## config.mk

```make
export PLATFORM = sky130hd
export DESIGN_NAME = slc3_isdu_param
export DESIGN_NICKNAME = d
export VERILOG_FILES = /design/src/rtl/slc3_pkg.sv /design/src/rtl/slc3_mem_wait_ctr.sv /design/src/rtl/slc3_isdu_param.sv
export SDC_FILE = /design/constraint.sdc
export NUM_CORES = 1
export LEC_CHECK = 0
export ABC_AREA = 1
export ABC_CLOCK_PERIOD_IN_PS = 1600
export CAP_MARGIN = 15
export CELL_PAD_IN_SITES_DETAIL_PLACEMENT = 0
export CELL_PAD_IN_SITES_GLOBAL_PLACEMENT = 1
export CORE_ASPECT_RATIO = 0.5
export CORE_UTILIZATION = 29
export CTS_BUF_LIST = sky130_fd_sc_hd__clkbuf_8 sky130_fd_sc_hd__clkbuf_16
export CTS_CLUSTER_SIZE = 25
export DETAILED_ROUTE_END_ITERATION = 12
export GPL_TIMING_DRIVEN = 1
export MAX_ROUTING_LAYER = met4
export PLACE_DENSITY_LB_ADDON = 0.1
export SLEW_MARGIN = 20
export SYNTH_ARGS = -nofsm -noshare
export SYNTH_HDL_FRONTEND = slang
export SYNTH_SLANG_ARGS = --single-unit
```

## constraint.sdc

```tcl
create_clock -name Clk_i -period 1.6 [get_ports Clk_i]
set_input_delay 0.32 -clock Clk_i [delete_from_list [all_inputs] [get_ports Clk_i]]
set_output_delay 0.32 -clock Clk_i [all_outputs]
set_load 0.02 [all_outputs]
```

## src/rtl/slc3_pkg.sv

```systemverilog
`default_nettype none
// +--------------------------------------------------------------------------+
// | Package    : slc3_pkg                                                    |
// | Description: Shared encodings for the SLC-3 sequencer: opcodes, datapath  |
// |              mux selects, ALU functions, LD/GATE bit positions and the   |
// |              sequencer state type.                                       |
// | Revision   : 1.0 - initial release                                       |
// +--------------------------------------------------------------------------+
package slc3_pkg;

  // Opcodes (IR[15:12])
  localparam logic [3:0] op_add   = 4'b0001;
  localparam logic [3:0] op_and   = 4'b0101;
  localparam logic [3:0] op_not   = 4'b1001;
  localparam logic [3:0] op_br    = 4'b0000;
  localparam logic [3:0] op_jmp   = 4'b1100;
  localparam logic [3:0] op_jsr   = 4'b0100;
  localparam logic [3:0] op_ldr   = 4'b0110;
  localparam logic [3:0] op_str   = 4'b0111;
  localparam logic [3:0] op_pause = 4'b1101;

  // PC source select
  localparam logic [1:0] c_pcmux_pc1  = 2'b00;
  localparam logic [1:0] c_pcmux_bus  = 2'b01;
  localparam logic [1:0] c_pcmux_addr = 2'b10;

  // Destination / source register selects
  localparam logic c_drmux_ir11 = 1'b0;
  localparam logic c_drmux_r7   = 1'b1;
  localparam logic c_sr1mux_ir11 = 1'b0;
  localparam logic c_sr1mux_ir8  = 1'b1;

  // Address adder operand selects
  localparam logic       c_addr1_pc    = 1'b0;
  localparam logic       c_addr1_sr1   = 1'b1;
  localparam logic [1:0] c_addr2_zero  = 2'b00;
  localparam logic [1:0] c_addr2_off6  = 2'b01;
  localparam logic [1:0] c_addr2_off9  = 2'b10;
  localparam logic [1:0] c_addr2_off11 = 2'b11;

  // ALU functions
  localparam logic [1:0] c_aluk_add  = 2'b00;
  localparam logic [1:0] c_aluk_and  = 2'b01;
  localparam logic [1:0] c_aluk_not  = 2'b10;
  localparam logic [1:0] c_aluk_pass = 2'b11;

  // Bit positions inside the LD vector {MAR, MDR, IR, BEN, CC, REG, PC}
  localparam int unsigned c_ld_mar = 6;
  localparam int unsigned c_ld_mdr = 5;
  localparam int unsigned c_ld_ir  = 4;
  localparam int unsigned c_ld_ben = 3;
  localparam int unsigned c_ld_cc  = 2;
  localparam int unsigned c_ld_reg = 1;
  localparam int unsigned c_ld_pc  = 0;

  // Bit positions inside the GATE vector {PC, MDR, ALU, MARMUX}
  localparam int unsigned c_gate_pc     = 3;
  localparam int unsigned c_gate_mdr    = 2;
  localparam int unsigned c_gate_alu    = 1;
  localparam int unsigned c_gate_marmux = 0;

  typedef enum logic [4:0] {
    S_HALTED    = 5'd0,
    S_FETCH1    = 5'd1,
    S_FETCH_MEM = 5'd2,
    S_FETCH3    = 5'd3,
    S_PAUSE_IR1 = 5'd4,
    S_PAUSE_IR2 = 5'd5,
    S_DECODE    = 5'd6,
    S_ADD       = 5'd7,
    S_AND       = 5'd8,
    S_NOT       = 5'd9,
    S_BR        = 5'd10,
    S_BR_TAKEN  = 5'd11,
    S_JMP       = 5'd12,
    S_JSR       = 5'd13,
    S_JSR_TGT   = 5'd14,
    S_LDR       = 5'd15,
    S_LDR_MEM   = 5'd16,
    S_LDR_WB    = 5'd17,
    S_STR       = 5'd18,
    S_STR_MDR   = 5'd19,
    S_STR_MEM   = 5'd20,
    S_PAUSE1    = 5'd21,
    S_PAUSE2    = 5'd22
  } state_e;

  // States that hold an SRAM strobe and therefore run the wait counter
  function automatic logic is_mem_state(input state_e s);
    return (s == S_FETCH_MEM) || (s == S_LDR_MEM) || (s == S_STR_MEM);
  endfunction

endpackage
`default_nettype wire

```

## src/rtl/slc3_mem_wait_ctr.sv

```systemverilog
`default_nettype none
// +--------------------------------------------------------------------------+
// | Module     : slc3_mem_wait_ctr                                           |
// | Description: SRAM access wait counter. Counts cycles spent in a memory   |
// |              state; done_o marks the final cycle of the access.          |
// | Ports      : Clk_i   - clock, rising edge                                |
// |              Reset_i - synchronous active-low reset                      |
// |              clr_i   - force count to zero                               |
// |              en_i    - count while not yet done                          |
// |              done_o  - count has reached MEM_WAIT                        |
// | Revision   : 1.0 - initial release                                       |
// +--------------------------------------------------------------------------+
module slc3_mem_wait_ctr #(
  parameter int unsigned MEM_WAIT = 1,
  parameter int unsigned CNT_W    = 4
) (
  input  logic Clk_i,
  input  logic Reset_i,
  input  logic clr_i,
  input  logic en_i,
  output logic done_o
);

  localparam logic [CNT_W-1:0] c_wait = CNT_W'(MEM_WAIT);
  localparam logic [CNT_W-1:0] c_one  = CNT_W'(1);

  logic [CNT_W-1:0] cnt_q;
  logic [CNT_W-1:0] cnt_d;

  assign done_o = (cnt_q == c_wait);

  // Saturates at MEM_WAIT; the owning state leaves on that cycle anyway.
  always_comb begin
    cnt_d = cnt_q;
    if (clr_i) begin
      cnt_d = '0;
    end else if (en_i && !done_o) begin
      cnt_d = cnt_q + c_one;
    end
  end

  always_ff @(posedge Clk_i) begin
    if (!Reset_i) begin
      cnt_q <= '0;
    end else begin
      cnt_q <= cnt_d;
    end
  end

endmodule
`default_nettype wire

```

## src/rtl/slc3_isdu_param.sv

```systemverilog
`default_nettype none
// +--------------------------------------------------------------------------+
// | Module     : slc3_isdu_param                                             |
// | Description: SLC-3 instruction sequencer / decode unit. Moore FSM that   |
// |              drives every load, gate, mux and SRAM strobe, with a        |
// |              configurable SRAM latency and optional pause-after-fetch.   |
// | Ports      : Clk_i, Reset_i (sync, active-low), Run_i, Continue_i,       |
// |              BEN_i, Opcode_i[3:0], IR_5_i, IR_11_i in;                   |
// |              LD_o[6:0], GATE_o[3:0], PCMUX_o, DRMUX_o, SR1MUX_o,         |
// |              SR2MUX_o, ADDR1MUX_o, ADDR2MUX_o, ALUK_o, Mem_CE_o,         |
// |              Mem_UB_o, Mem_LB_o, Mem_OE_o, Mem_WE_o, Paused_o out.       |
// | Revision   : 1.0 - initial release                                       |
// +--------------------------------------------------------------------------+
module slc3_isdu_param
  import slc3_pkg::*;
#(
  parameter int unsigned MEM_WAIT       = 1,
  parameter int unsigned CNT_W          = 4,
  parameter int unsigned PAUSE_ON_FETCH = 0
) (
  input  logic       Clk_i,
  input  logic       Reset_i,
  input  logic       Run_i,
  input  logic       Continue_i,
  input  logic       BEN_i,
  input  logic [3:0] Opcode_i,
  input  logic       IR_5_i,
  input  logic       IR_11_i,
  output logic [6:0] LD_o,
  output logic [3:0] GATE_o,
  output logic [1:0] PCMUX_o,
  output logic       DRMUX_o,
  output logic       SR1MUX_o,
  output logic       SR2MUX_o,
  output logic       ADDR1MUX_o,
  output logic [1:0] ADDR2MUX_o,
  output logic [1:0] ALUK_o,
  output logic       Mem_CE_o,
  output logic       Mem_UB_o,
  output logic       Mem_LB_o,
  output logic       Mem_OE_o,
  output logic       Mem_WE_o,
  output logic       Paused_o
);

  state_e state_q;
  state_e state_d;
  logic   w_in_mem;
  logic   w_done;

  assign Mem_CE_o = 1'b0;
  assign Mem_UB_o = 1'b0;
  assign Mem_LB_o = 1'b0;

  // Counter is held at zero outside memory states, so every access starts at 0.
  assign w_in_mem = is_mem_state(state_q);

  slc3_mem_wait_ctr #(
    .MEM_WAIT (MEM_WAIT),
    .CNT_W    (CNT_W)
  ) u_wait_ctr (
    .Clk_i   (Clk_i),
    .Reset_i (Reset_i),
    .clr_i   (!w_in_mem),
    .en_i    (w_in_mem),
    .done_o  (w_done)
  );

  always_ff @(posedge Clk_i) begin
    if (!Reset_i) begin
      state_q <= S_HALTED;
    end else begin
      state_q <= state_d;
    end
  end

  always_comb begin
    state_d    = state_q;
    LD_o       = '0;
    GATE_o     = '0;
    PCMUX_o    = c_pcmux_pc1;
    DRMUX_o    = c_drmux_ir11;
    SR1MUX_o   = c_sr1mux_ir11;
    SR2MUX_o   = 1'b0;
    ADDR1MUX_o = c_addr1_pc;
    ADDR2MUX_o = c_addr2_zero;
    ALUK_o     = c_aluk_add;
    Mem_OE_o   = 1'b1;
    Mem_WE_o   = 1'b1;
    Paused_o   = 1'b0;

    unique case (state_q)
      S_HALTED: if (Run_i) state_d = S_FETCH1;
      S_FETCH1: begin
        GATE_o[c_gate_pc] = 1'b1;
        LD_o[c_ld_mar]    = 1'b1;
        LD_o[c_ld_pc]     = 1'b1;
        PCMUX_o           = c_pcmux_pc1;
        state_d           = S_FETCH_MEM;
      end
      S_FETCH_MEM, S_LDR_MEM: begin
        Mem_OE_o = 1'b0;
        // MDR captures only once the SRAM data is valid (last cycle)
        if (w_done) begin
          LD_o[c_ld_mdr] = 1'b1;
          state_d        = (state_q == S_FETCH_MEM) ? S_FETCH3 : S_LDR_WB;
        end
      end
      S_FETCH3: begin
        GATE_o[c_gate_mdr] = 1'b1;
        LD_o[c_ld_ir]      = 1'b1;
        state_d            = (PAUSE_ON_FETCH != 0) ? S_PAUSE_IR1 : S_DECODE;
      end
      S_PAUSE_IR1: begin
        Paused_o = 1'b1;
        if (Continue_i) state_d = S_PAUSE_IR2;
      end
      S_PAUSE_IR2: begin
        Paused_o = 1'b1;
        if (!Continue_i) state_d = S_DECODE;
      end
      S_DECODE: begin
        LD_o[c_ld_ben] = 1'b1;
        case (Opcode_i)
          op_add:   state_d = S_ADD;
          op_and:   state_d = S_AND;
          op_not:   state_d = S_NOT;
          op_br:    state_d = S_BR;
          op_jmp:   state_d = S_JMP;
          op_jsr:   state_d = S_JSR;
          op_ldr:   state_d = S_LDR;
          op_str:   state_d = S_STR;
          op_pause: state_d = S_PAUSE1;
          default:  state_d = S_FETCH1;
        endcase
      end
      S_ADD, S_AND, S_NOT: begin
        SR1MUX_o           = c_sr1mux_ir8;
        SR2MUX_o           = IR_5_i;
        ALUK_o             = (state_q == S_ADD) ? c_aluk_add :
                             (state_q == S_AND) ? c_aluk_and : c_aluk_not;
        GATE_o[c_gate_alu] = 1'b1;
        DRMUX_o            = c_drmux_ir11;
        LD_o[c_ld_reg]     = 1'b1;
        LD_o[c_ld_cc]      = 1'b1;
        state_d            = S_FETCH1;
      end
      S_BR: state_d = BEN_i ? S_BR_TAKEN : S_FETCH1;
      S_BR_TAKEN: begin
        ADDR1MUX_o    = c_addr1_pc;
        ADDR2MUX_o    = c_addr2_off9;
        PCMUX_o       = c_pcmux_addr;
        LD_o[c_ld_pc] = 1'b1;
        state_d       = S_FETCH1;
      end
      S_JMP: begin
        SR1MUX_o      = c_sr1mux_ir8;
        ADDR1MUX_o    = c_addr1_sr1;
        ADDR2MUX_o    = c_addr2_zero;
        PCMUX_o       = c_pcmux_addr;
        LD_o[c_ld_pc] = 1'b1;
        state_d       = S_FETCH1;
      end
      S_JSR: begin
        GATE_o[c_gate_pc] = 1'b1;
        DRMUX_o           = c_drmux_r7;
        LD_o[c_ld_reg]    = 1'b1;
        state_d           = S_JSR_TGT;
      end
      S_JSR_TGT: begin
        PCMUX_o       = c_pcmux_addr;
        LD_o[c_ld_pc] = 1'b1;
        SR1MUX_o      = c_sr1mux_ir8;
        // JSR: PC-relative off11; JSRR: base register
        ADDR1MUX_o    = IR_11_i ? c_addr1_pc    : c_addr1_sr1;
        ADDR2MUX_o    = IR_11_i ? c_addr2_off11 : c_addr2_zero;
        state_d       = S_FETCH1;
      end
      S_LDR, S_STR: begin
        SR1MUX_o              = c_sr1mux_ir8;
        ADDR1MUX_o            = c_addr1_sr1;
        ADDR2MUX_o            = c_addr2_off6;
        GATE_o[c_gate_marmux] = 1'b1;
        LD_o[c_ld_mar]        = 1'b1;
        state_d               = (state_q == S_LDR) ? S_LDR_MEM : S_STR_MDR;
      end
      S_LDR_WB: begin
        GATE_o[c_gate_mdr] = 1'b1;
        DRMUX_o            = c_drmux_ir11;
        LD_o[c_ld_reg]     = 1'b1;
        LD_o[c_ld_cc]      = 1'b1;
        state_d            = S_FETCH1;
      end
      S_STR_MDR: begin
        // Source register (IR[11:9]) passed through the ALU into MDR
        SR1MUX_o           = c_sr1mux_ir11;
        ALUK_o             = c_aluk_pass;
        GATE_o[c_gate_alu] = 1'b1;
        LD_o[c_ld_mdr]     = 1'b1;
        state_d            = S_STR_MEM;
      end
      S_STR_MEM: begin
        Mem_WE_o = 1'b0;
        if (w_done) state_d = S_FETCH1;
      end
      S_PAUSE1: begin
        Paused_o = 1'b1;
        if (Continue_i) state_d = S_PAUSE2;
      end
      S_PAUSE2: begin
        Paused_o = 1'b1;
        if (!Continue_i) state_d = S_FETCH1;
      end
      default: state_d = S_HALTED;
    endcase
  end

endmodule
`default_nettype wire
```

==> After elaboration in Yosys (flattened, before gate mapping) <==
Memories as Yosys holds them, arrays and structs flattened.
Index checks and enable logic that the tools add are counted.
{ "word_totals": {"regBits": 9, "latch_bits": 0, "ramBits": 0, "mem_bits_ro": 80, "inputBits": 11, "output_inout_bits": 27, "elab_cells": 93, "n_memories": 1} }
{ "mem_list": {"columns": ["name", "depth", "width", "rd", "rd_ports_with_merged_regs", "write_ports", "line_no", "text"], "rows": [
  ["(name not given)", 16, 5, 1, 0, 0, "slc3_isdu_param.sv:124", "case (Opcode_i)"]
]} }
{ "classes": {"addsub": 1, "multipliers": 0, "n_div": 0, "order_cmp": 0, "n_eq_ne": 30, "n_shift": 0, "mux": 37, "bitwise_logic": 0, "n_reduce_logical": 22} }
{ "ops": {"columns": ["operator", "count"], "rows": [
  ["$pmux 5 s15", 1],
  ["$eq 5x4->1 const B", 8],
  ["$mux 5", 8],
  ["$eq 5x5->1 const B", 7],
  ["$eq 5x3->1 const B", 4],
  ["$mux 1", 18],
  ["$reduce_or 4->1", 4],
  ["$reduce_or 7->1", 2],
  ["$reduce_or 3->1", 4],
  ["$eq 5x2->1 const B", 2],
  ["$mux 2", 5],
  ["$ne 2x2->1 const B", 5],
  ["$reduce_or 2->1", 4],
  ["$reduce_and 7->1", 1],
  ["$pmux 2 s3", 1],
  ["$eq 5x1->1 const B", 1],
  ["$logic_not 5->1", 1],
  ["$reduce_or 5->1", 1],
  ["$add 4x1->4 const B", 1],
  ["$eq 4x1->1 const B", 1],
  ["$mux 4", 1],
  ["$ne 2x1->1 const B", 2],
  ["$pmux 1 s2", 2],
  ["$pmux 2 s2", 1],
  ["4 further kinds", 5]
]} }

==> Longest topological paths before layout <==
{ "logic_depth": {"word_depth": 4, "mapped_depth": 11, "mapped_depth_nobuf": 10} }

==> Cells and area by module <==
From an unflattened synthesis, not the netlist that was laid out.
{ "hier_totals": {"hier_cells": 208, "area_unflattened_um2": 1124.8} }
{ "modules_own_cells": {"columns": ["mod", "n_inst", "cells_per_inst", "area_each_um2", "seq_area_each_um2"], "rows": [
  ["slc3_isdu_param", 1, 169, 874.6, 100.1],
  ["slc3_mem_wait_ctr", 1, 39, 250.2, 80.1]
]} }

==> Worst setup path after synthesis <==
Ideal clock, no wire load.
{ "synth_path": {"kind": "flip-flop to output port", "start": "reg state_q[1]", "end": "out LD_o[5]", "arrival_ps": 1446, "t_required_ps": 1280, "path_slack_ps": -166, "stages_incl_launch_ff": 8, "n_path_buf": 1, "cell_sequence": "dfxtp_1 buf_4 inv_1 nor2_1 nand2_1 nand2_1 nand2_1 o21ai_0"} }
{ "synth_between": {"elab_chain_len": 3, "elab_cells_between_ends": 5, "classes_between": "eq/ne (3); mux (1); reduce/logical (1)"} }
{ "synth_rtl": {"columns": ["item", "line_no", "text"], "rows": [
  ["start, declared", "slc3_isdu_param.sv:46", "state_e state_q;"],
  ["start signal, assigned", "slc3_isdu_param.sv:73", "state_q <= state_d;"],
  ["$eq 5x2->1 / $eq 5x5->1 (equally long branches)", "slc3_isdu_param.sv:92", "unique case (state_q)"],
  ["$reduce_or 2->1", "slc3_isdu_param.sv:92", null],
  ["$pmux 1 s2 *", "slc3_isdu_param.sv:92", null],
  ["end, declared", "slc3_isdu_param.sv:29", "output logic [6:0] LD_o,"]
]} }
Mark *: on every way between the ends. The rest lies on a longest branch, timed or not.

==> Final worst setup path <==
{ "layout_path": {"start": "reg state_q[2]", "end": "out ADDR2MUX_o[0]"} }
{ "layout_between": {"elab_chain_len": 3, "elab_cells_between_ends": 6, "classes_between": "eq/ne (4); mux (1); reduce/logical (1)"} }
{ "layout_rtl": {"columns": ["item", "line_no", "text"], "rows": [
  ["$eq 5x4->1 / $eq 5x5->1 (equally long branches)", "slc3_isdu_param.sv:92", null],
  ["$reduce_or 2->1", null, null],
  ["$pmux 2 s3 *", "slc3_isdu_param.sv:92", null],
  ["end, declared", "slc3_isdu_param.sv:36", "output logic [1:0] ADDR2MUX_o,"]
]} }
Marks and branches as above.

==> results.tsv <==
stage	metric	value	unit
clock_network	number of buffers inserted by hold repair at cts	0	
hold_path	type of the worst min-delay path	register to register	
floorplanning	standard-cell row count	15	
worst_setup_path	R2R cell count	12	
timing	max-slew violation count	0	
yosys	Post-synth EDFFs	0	
grt	largest net degree at the start of global routing	8	
layout	Final #Nets	323	
yosys	prevailing post-synth register cell	sky130_fd_sc_hd__dfxtp_1	
yosys	Netlist Area Pre-Place	1110	µm²
clock_network	clock transition at the registers of the reported paths	0.04	ns
layout	most common cell after layout, fill and taps aside	sky130_fd_sc_hd__buf_4	
grt	via count of the first global-routing pass	1423	
placement	Port Buffer Count	33	
worst_setup_path	ordered list of cells on the worst path	nor2_4, inv_2, o21ai_4, buf_6, inv_4, nand2_2, buf_6	
worst_setup_path	Slowest-stage cell, CP	sky130_fd_sc_hd__dfxtp_4	
worst_setup_path	highest fanout seen on the critical path	6	
timing	share of the clock period used by the worst path	1.10	
layout	Layout area overhead	114	%
timing	final setup margin	-0.163	ns
yosys	cell types occupying the most area after synthesis	sky130_fd_sc_hd__nand2_1 (21%), sky130_fd_sc_hd__dfxtp_1 (16%), sky130_fd_sc_hd__nor2_1 (14%), sky130_fd_sc_hd__inv_1 (9.5%), sky130_fd_sc_hd__nand3_1 (9.0%)	
worst_setup_path	classification of the worst setup path	register to output port	
worst_setup_path	worst reg2reg setup slack	-0.06	ns
yosys	Synth Warn #	0	
detailed_routing	detailed-route DRC error count	0	
clock_network	TritonCTS buffer count	3	
layout	number of fill cells	308	
worst_setup_path	Crit path depth	7	
yosys	sequential element share of the synthesized area	0.163	
placement	Routability Congestion	0.899	
status	violations in the final reports	setup timing	
floorplanning	horizontal die dimension	89.4	µm
grt	met3 GRT Util	0.0181	
clock_network	later-pin clock latency in the skew report	0.23	ns
timing	minimum hold slack	0.556	ns
yosys	async set-or-reset flop fraction in the synthesized netlist	0	
pwr	Worst VDD drop	0.403	mV
layout	fin area	2370	µm²
floorplanning	core outline area	3550	µm²
flow_run	reported max-cap violation count	0	
grt	Remaining Overflow, GRT	0	
timing	final setup vio count	23	
layout	final antenna diode count	0	
worst_setup_path	critical path's largest stage delay	0.37	ns
detailed_routing	average via count per standard cell	4.54	
floorplanning	die height	45.7	µm
worst_setup_path	crit end category	output port	
layout	share of post-route cells with drive strength above 1	0.571	
worst_setup_path	Buf/Inv on CP	4	
timing	final hold viol count	0	
grt	wire length of the first global-routing pass	6680	µm
timing	setup repair after global routing missed its margin	true	
detailed_routing	initial detailed-routing violation count	68	
grt	GRT Overall Usage	0.228	
timing	total negative slack	-1.78	ns
worst_setup_path	critical path startpoint category	register	
detailed_routing	vias post-DR	1631	
worst_setup_path	reg-to-reg startpoint	state_q[2]	
detailed_routing	remaining antenna violation count after routing	0	
worst_setup_path	critical path arrival	1.44	ns
placement	placed cell area	1830	µm²
detailed_routing	Pre-antenna DRT Iters	4	
placement	half-perimeter wire length of the detailed placement result	3260	µm
timing	maximum clock skew at final layout	0.00351	ns
clock_network	Num Clock Sinks	9	
floorplanning	die area	4080	µm²
worst_setup_path	critical path capture point	ADDR2MUX_o[0]	
clock_network	buffer type at the clock tree root	sky130_fd_sc_hd__clkbuf_8	
floorplanning	I/O pin count	38	
clock_network	CTS tree	yes	
pwr	P per Cell Area	993	nW/µm²
worst_setup_path	worst reg2reg endpoint	state_q[4]	
timing	clock period minus final worst setup slack	1.76	ns
yosys	Seq cells post-synth	9	
detailed_routing	average wire per standard cell	12.3	µm
yosys	cell accounting for the most synthesized area	sky130_fd_sc_hd__nand2_1	
clock_network	htree depth	1	
worst_setup_path	CP delay by family, top	buffers and inverters	
yosys	share of the synthesized area in the top cell type	0.207	
yosys	post-synthesis instance total	208	
grt	antenna violations before repair	0	
yosys	average cell area after synthesis	5.32	µm²
timing	Max Clock Freq	0.567	GHz
detailed_routing	wire length reported by the detailed router	4420	µm
clock_network	largest buffer count on any clock path	2	
floorplanning	effective utilization at floorplan	0.312	
pwr	LEAKAGE	1.22	nW
worst_setup_path	cell seen most often among critical-path stages	sky130_fd_sc_hd__buf_6	
layout	most frequent cells in the layout	sky130_fd_sc_hd__buf_4 (60), sky130_fd_sc_hd__nand2_1 (36), sky130_fd_sc_hd__buf_6 (29)	
yosys	distinct cell type count after synthesis	23	
hold_path	hold depth	2	
worst_setup_path	start point of the critical path	state_q[2]	
status	result of the run	complete, but fails checks	
grt	GRT met1 Usage	0.325	
grt	global routing usage on met2	0.363	
worst_setup_path	Worst Path Required	1.28	ns
grt	global routing's busiest layer	met2	
[tightest hold or removal path, cell delays in order, from the launching register on]
cell	delay, ns
sky130_fd_sc_hd__dfxtp_4	0.37
sky130_fd_sc_hd__nand2_1	0.09
sky130_fd_sc_hd__a21oi_2	0.05
[cells by family (layout without fill, tap and decap cells)]
logic type / count (synthesis) / in the layout / synth area share
other: 1 / 4 / 0.00339
flip-flops: 9 / 9 / 0.163
AND/OR/NAND/NOR: 137 / 137 / 0.555
buffers and inverters: 38 / 135 / 0.150
adder cells (fa/ha/maj): 3 / 3 / 0.0339
AO/OA/AOI/OAI: 20 / 20 / 0.0949
[flip-flops by register name (all words and copies together), names as in the netlist]
register and count:
u_wait_ctr.cnt_q 4, state_q 5
[layer usage]
layer	wire, µm	vias up
li1	-	844
met1	2250	744
met2	1980	41
met3	178	2
met4	15	0
met5	0	-
[stage by stage]
| stage | setup WS, ns | power, mW | util | std cells |
|---|---|---|---|---|
| finish | -0.163 | 2.35 | 0.667 | 359 |
| global route | -0.209 | 2.49 | 0.667 | 359 |
| CTS | -0.162 | 1.91 | 0.579 | 349 |
| detailed placement | -0.493 | 1.49 | 0.515 | 336 |
| global placement | -0.534 | 1.49 | 0.515 | 336 |
| floorplan | 0.0637 | 0.925 | - | 211 |
[how the worst min path moves through the flow]
stage                             start                   to  slack [ns]
finish                       state_q[2]           state_q[2]        0.56
global route                 state_q[2]           state_q[2]        0.58
CTS                          state_q[2]           state_q[2]        0.54
detailed placement  u_wait_ctr.cnt_q[3]  u_wait_ctr.cnt_q[3]        0.59
global placement    u_wait_ctr.cnt_q[1]  u_wait_ctr.cnt_q[1]        0.56
floorplan           u_wait_ctr.cnt_q[0]  u_wait_ctr.cnt_q[0]        0.49
[Yosys cell counts, types with 2 or more instances]
cell type	count
sky130_fd_sc_hd__a21oi_1	7
sky130_fd_sc_hd__buf_4	6
sky130_fd_sc_hd__dfxtp_1	9
sky130_fd_sc_hd__ha_1	3
sky130_fd_sc_hd__inv_1	28
sky130_fd_sc_hd__inv_2	3
sky130_fd_sc_hd__nand2_1	61
sky130_fd_sc_hd__nand2_2	2
sky130_fd_sc_hd__nand3_1	20
sky130_fd_sc_hd__nand3_2	3
sky130_fd_sc_hd__nor2_1	40
sky130_fd_sc_hd__nor2_4	3
sky130_fd_sc_hd__nor3_1	3
sky130_fd_sc_hd__o21ai_0	11
[timing repair]
item | in CTS | in global routing
gates resized for setup | 169 | 77
setup endpoints to repair | 31 | 31
buffers inserted | 9 | 12
pin swaps | 13 | 17
[where the power goes]
group	total, mW	switching [mW]	internal, mW	leakage, nW
Clock	0.255	0.0881	0.167	0.0269
Combinational	1.76	0.917	0.845	1.11
Sequential	0.334	0.0657	0.268	0.0767
Total	2.35	1.07	1.28	1.22
[area by class of cell]
class                   instances  area (µm²)  area share
multi-input cells             164        1040       0.441
repair buffers                100         888       0.375
flip-flops and latches          9         199      0.0841
inverters                      31         126      0.0534
well taps                      51        63.8      0.0270
clock buffers                   3        41.3      0.0175
clock inverters                 1        3.75     0.00159
Note: power is estimated with default switching activity, not from simulation.
